[config.mk]
export PLATFORM = sky130hd
export DESIGN_NAME = nrzi_stuff_tx
export DESIGN_NICKNAME = d
export VERILOG_FILES = /design/src/rtl/nrzi_stuff_tx.sv
export SDC_FILE = /design/constraint.sdc
export NUM_CORES = 1
export LEC_CHECK = 0
export BUFFER_PORTS_ARGS = -buffer_cell sky130_fd_sc_hd__clkbuf_2
export CORE_MARGIN = 4
export CORE_UTILIZATION = 53
export DETAILED_ROUTE_END_ITERATION = 10
export GPL_ROUTABILITY_DRIVEN = 1
export GPL_TIMING_DRIVEN = 1
export PLACE_DENSITY = 0.75
export SLEW_MARGIN = 30
export SYNTH_ARGS = -nofsm -noshare
export SYNTH_HDL_FRONTEND = slang
export SYNTH_SLANG_ARGS = --single-unit
[constraint.sdc]
create_clock -name clk -period 1.8 [get_ports clk]
set_input_delay 0.09 -clock clk [delete_from_list [all_inputs] [get_ports clk]]
set_output_delay 0.09 -clock clk [all_outputs]
set_load 0.01 [all_outputs]
[src/rtl/nrzi_stuff_tx.sv]
// USB transmit line encoder: bit stuffing, NRZI, EOP generation.
// Registered line outputs show the action taken in the previous cycle.
module nrzi_stuff_tx (
  input  logic clk,
  input  logic rst,
  input  logic bit_in,
  input  logic bit_in_valid,
  input  logic pkt_end,
  output logic bit_in_ready,
  output logic dp,
  output logic dm,
  output logic oe,
  output logic tx_done,
  output logic tx_err
);

  typedef enum logic [2:0] {
    IDLE,
    DATA,
    STUFF,
    SE0A,
    SE0B,
    EOPJ
  } state_t;

  state_t     state;
  state_t     state_n;
  logic       lvl;
  logic       lvl_n;
  logic [2:0] ones_cnt;
  logic [2:0] ones_cnt_n;
  logic       eop_pend;
  logic       eop_pend_n;
  logic       dp_n;
  logic       dm_n;
  logic       oe_n;
  logic       done_n;
  logic       err_n;

  assign bit_in_ready = (state == IDLE) || (state == DATA);

  always_ff @(posedge clk or posedge rst) begin
    if (rst) begin
      state    <= IDLE;
      lvl      <= 1'b1;
      ones_cnt <= 3'd0;
      eop_pend <= 1'b0;
      dp       <= 1'b1;
      dm       <= 1'b0;
      oe       <= 1'b0;
      tx_done  <= 1'b0;
      tx_err   <= 1'b0;
    end else begin
      state    <= state_n;
      lvl      <= lvl_n;
      ones_cnt <= ones_cnt_n;
      eop_pend <= eop_pend_n;
      dp       <= dp_n;
      dm       <= dm_n;
      oe       <= oe_n;
      tx_done  <= done_n;
      tx_err   <= err_n;
    end
  end

  always_comb begin
    state_n    = state;
    lvl_n      = lvl;
    ones_cnt_n = ones_cnt;
    eop_pend_n = eop_pend;
    dp_n       = lvl;
    dm_n       = ~lvl;
    oe_n       = 1'b1;
    done_n     = 1'b0;
    err_n      = 1'b0;
    unique case (state)
      IDLE, DATA: begin
        if (bit_in_valid) begin
          // NRZI: a 0 toggles the line, a 1 holds it
          lvl_n      = bit_in ? lvl : ~lvl;
          ones_cnt_n = bit_in ? ones_cnt + 3'd1 : 3'd0;
          dp_n       = lvl_n;
          dm_n       = ~lvl_n;
          if (ones_cnt_n == 3'd6) begin
            state_n    = STUFF;
            eop_pend_n = pkt_end;
          end else if (pkt_end) begin
            state_n = SE0A;
          end else begin
            state_n = DATA;
          end
        end else if (state == IDLE) begin
          dp_n = 1'b1;
          dm_n = 1'b0;
          oe_n = 1'b0;
        end else if (pkt_end) begin
          // last bit already sent: this cycle is the first SE0
          state_n = SE0B;
          dp_n    = 1'b0;
          dm_n    = 1'b0;
        end else begin
          err_n = 1'b1;
        end
      end
      STUFF: begin
        lvl_n      = ~lvl;
        ones_cnt_n = 3'd0;
        dp_n       = ~lvl;
        dm_n       = lvl;
        eop_pend_n = 1'b0;
        state_n    = eop_pend ? SE0A : DATA;
      end
      SE0A: begin
        dp_n    = 1'b0;
        dm_n    = 1'b0;
        state_n = SE0B;
      end
      SE0B: begin
        dp_n    = 1'b0;
        dm_n    = 1'b0;
        state_n = EOPJ;
      end
      EOPJ: begin
        dp_n       = 1'b1;
        dm_n       = 1'b0;
        done_n     = 1'b1;
        lvl_n      = 1'b1;
        ones_cnt_n = 3'd0;
        state_n    = IDLE;
      end
      default: begin
        state_n = IDLE;
      end
    endcase
  end

endmodule

==> metrics <==
status finished clean; CP endpoint kind flop; gr ovfl total 0; Startpoint Class flop; initial antenna violation count 0; DR vias/cell roughly 5.7; period utilization 0.903; Starting Density 0.562; Avg Cell Area, Syn 9.38 um2; Total GRT Usage 0.171; clk_lat worst skew 0.27 ns; Yosys reg bits 13; Die Width 44.9 um; row cnt 13; DRC Markers 0; RSZ-0062 raised after global routing false; minimum clock period 1.63 ns; router iterations before antenna repair 4; Final Hold Fails 0; wire per inst 13.8 um; Layout area overhead 12.8%; clk root buf clkbuf_4; max cap viols 0; Leakage 0.395 nW; number of global-route vias before repair 566; core outline area 1280 um2; Max Slew Vio Count 0; Vias 589; Post-Layout Cell Count between 100 and 150; total power 1.16 mW; # resized after CTS 0; pin count of the biggest net entering global routing 14; Setup Crit Path Kind flop to flop; # diodes 0; total wire length 1.43 mm; placed insts 98; worst-path maximum fanout 11; Setup TNS Final 0 ns; WP data arrival 1.81 ns; fillcell total 113; die area 2020 um2; TritonCTS clock tree built; first-pass GRT wire length approximately 2.4 mm; sequential fraction of the synthesis area 0.454; Clock Sinks 13; Synth async-reset ratio 1.00; number of synthesized flops with an enable pin 0; Primary FF master, synth dfrtp_1; io pins 11; Cell variety after synth 36; worst min path class primary input to flop; clk_skew 0.00246 ns; share of layout cells above drive strength 1 0.205; maximum VDD drop 0.770 mV; dpl hpwl 1.04 mm; Fmax 615 MHz; worst relative slew slack 0.667; Port Buf Inserts 10; drt first-iter violations 31; H-tree level count 1; Bufs on Longest Clock Path 2; number of buffers created by CTS 3; Ys Warns 0; nets@finish 95; # setup viols final 0; die height ~45 um; Mapped Nets between 80 and 90; Reg clk slew, reported paths 0.08 ns; Mapped Cells 77; Power Density approximately 1400 nW/um2; Slew @ Worst Pin between 0.4 and 0.5 ns; routability-driven placement congestion ratio 0.844; cell area after synthesis roughly 720 um2; Final ANT Viol Nets 0; CP Data Required Time 1.99 ns
==> metal layers <==
layer | up-vias | global-route usage | share of wire
met2 | 17 | 0.278 | 0.46
met4 | 0 | 0.123 | 0.011
met3 | 2 | 0.0239 | 0.062
li1 | 300 | - | -
met1 | 270 | 0.207 | 0.46
met5 | - | 0 | 0
==> area by class of cell <==
cell class / count / area, um2 / area share
multi-input combinational: 54 / 355 / 0.436
sequential: 13 / 328 / 0.402
timing repair buffer: 12 / 67.6 / 0.0829
clock buffer: 4 / 26.3 / 0.0323
inverter: 5 / 18.8 / 0.0230
tap: 15 / 18.8 / 0.0230
==> cell families (layout without fill, tap and decap cells) <==
logic type	Yosys count	after routing	synth area share
buf+inv	10	21	0.0537
compound gates	18	18	0.168
fa+ha+maj	1	1	0.0173
flops	13	13	0.454
xor+xnor	1	1	0.0121
mux	2	2	0.0277
simple gates	32	32	0.267
==> placed cells by master, fill, tap and decap left out, types with 2 or more instances in the layout <==
cell type and n:
or4bb_1 2, nand2_1 6, inv_1 5, nand2b_1 3
nand3_1 2, clkbuf_2 10, clkbuf_4 3, mux2i_1 2
dfstp_2 2, or3_1 3, nor2_1 6, a21oi_1 7
dfrtp_1 11
==> where the power goes <==
group	total [mW]	internal, mW	leakage (nW)	switching [mW]
Clock	0.178	0.0859	0.0150	0.0921
Combinational	0.447	0.214	0.217	0.234
Sequential	0.534	0.412	0.163	0.122
Total	1.16	0.712	0.395	0.448
==> synthesized netlist by cell type (all sizes together) (2+ instances only) <==
| master | instances | area (um2) |
|---|---|---|
| nand2 | 6 | 22.5 |
| clkbuf | 4 | 15.0 |
| a21oi | 7 | 35.0 |
| or4bb | 2 | 22.5 |
| dfrtp | 11 | 275 |
| nand3 | 2 | 10.0 |
| nor3b | 2 | 20.0 |
| or3 | 3 | 18.8 |
| mux2i | 2 | 20.0 |
| inv | 5 | 18.8 |
| nor2 | 6 | 22.5 |
| nand2b | 3 | 18.8 |
| dfstp | 2 | 52.6 |
==> what timing repair did <==
action / in CTS / in global routing
hold buffers: 1 / 0
hold endpoints to repair: 11 / 0
setup buffers: 0 / 0
==> final timing paths <==
kind                                       from                       to  slack, ns  cells past startpoint
setup / recovery           state[1]$_DFFE_PP0P_  ones_cnt[0]$_DFFE_PP0P_       0.17                      3
hold / removal                          pkt_end     eop_pend$_DFFE_PP0P_       0.13                      2
setup reg to reg           state[1]$_DFFE_PP0P_  ones_cnt[0]$_DFFE_PP0P_       0.17                      3
hold reg to reg            eop_pend$_DFFE_PP0P_     state[1]$_DFFE_PP0P_       0.52                      2
max in group asynchronous                   rst          lvl$_DFFE_PP1P_       1.11                      3
min in group asynchronous                   rst        tx_done$_DFF_PP0_       0.35                      3
==> per-stage QoR <==
| step | cell area [um2] | setup slack (ns) | hold WS, ns | utilization |
|---|---|---|---|---|
| 5_1_grt | 815 | 0.123 | 0.139 | 0.634 |
| 4_1_cts | 815 | 0.197 | 0.126 | 0.634 |
| 3_5_place_dp | 778 | 0.228 | 0.103 | 0.606 |
| 6_report | 815 | 0.175 | 0.131 | 0.634 |
| 2_1_floorplan | 722 | 0.324 | -0.0345 | - |
| 3_3_place_gp | 778 | 0.325 | 0.114 | 0.606 |
==> worst max-delay path, cell delays in order (launching register included) <==
cell	delay [ns]
dfrtp_1	0.49
or3b_1	0.52
or3_1	0.34
a21oi_1	0.18
==> sequential cells by signal, indices dropped and copies added (netlist names) <==
name and flops:
ones_cnt 3, state 3, dm 1, dp 1, eop_pend 1, lvl 1
oe 1, tx_done 1, tx_err 1
Power figures use the tool's default switching activity.
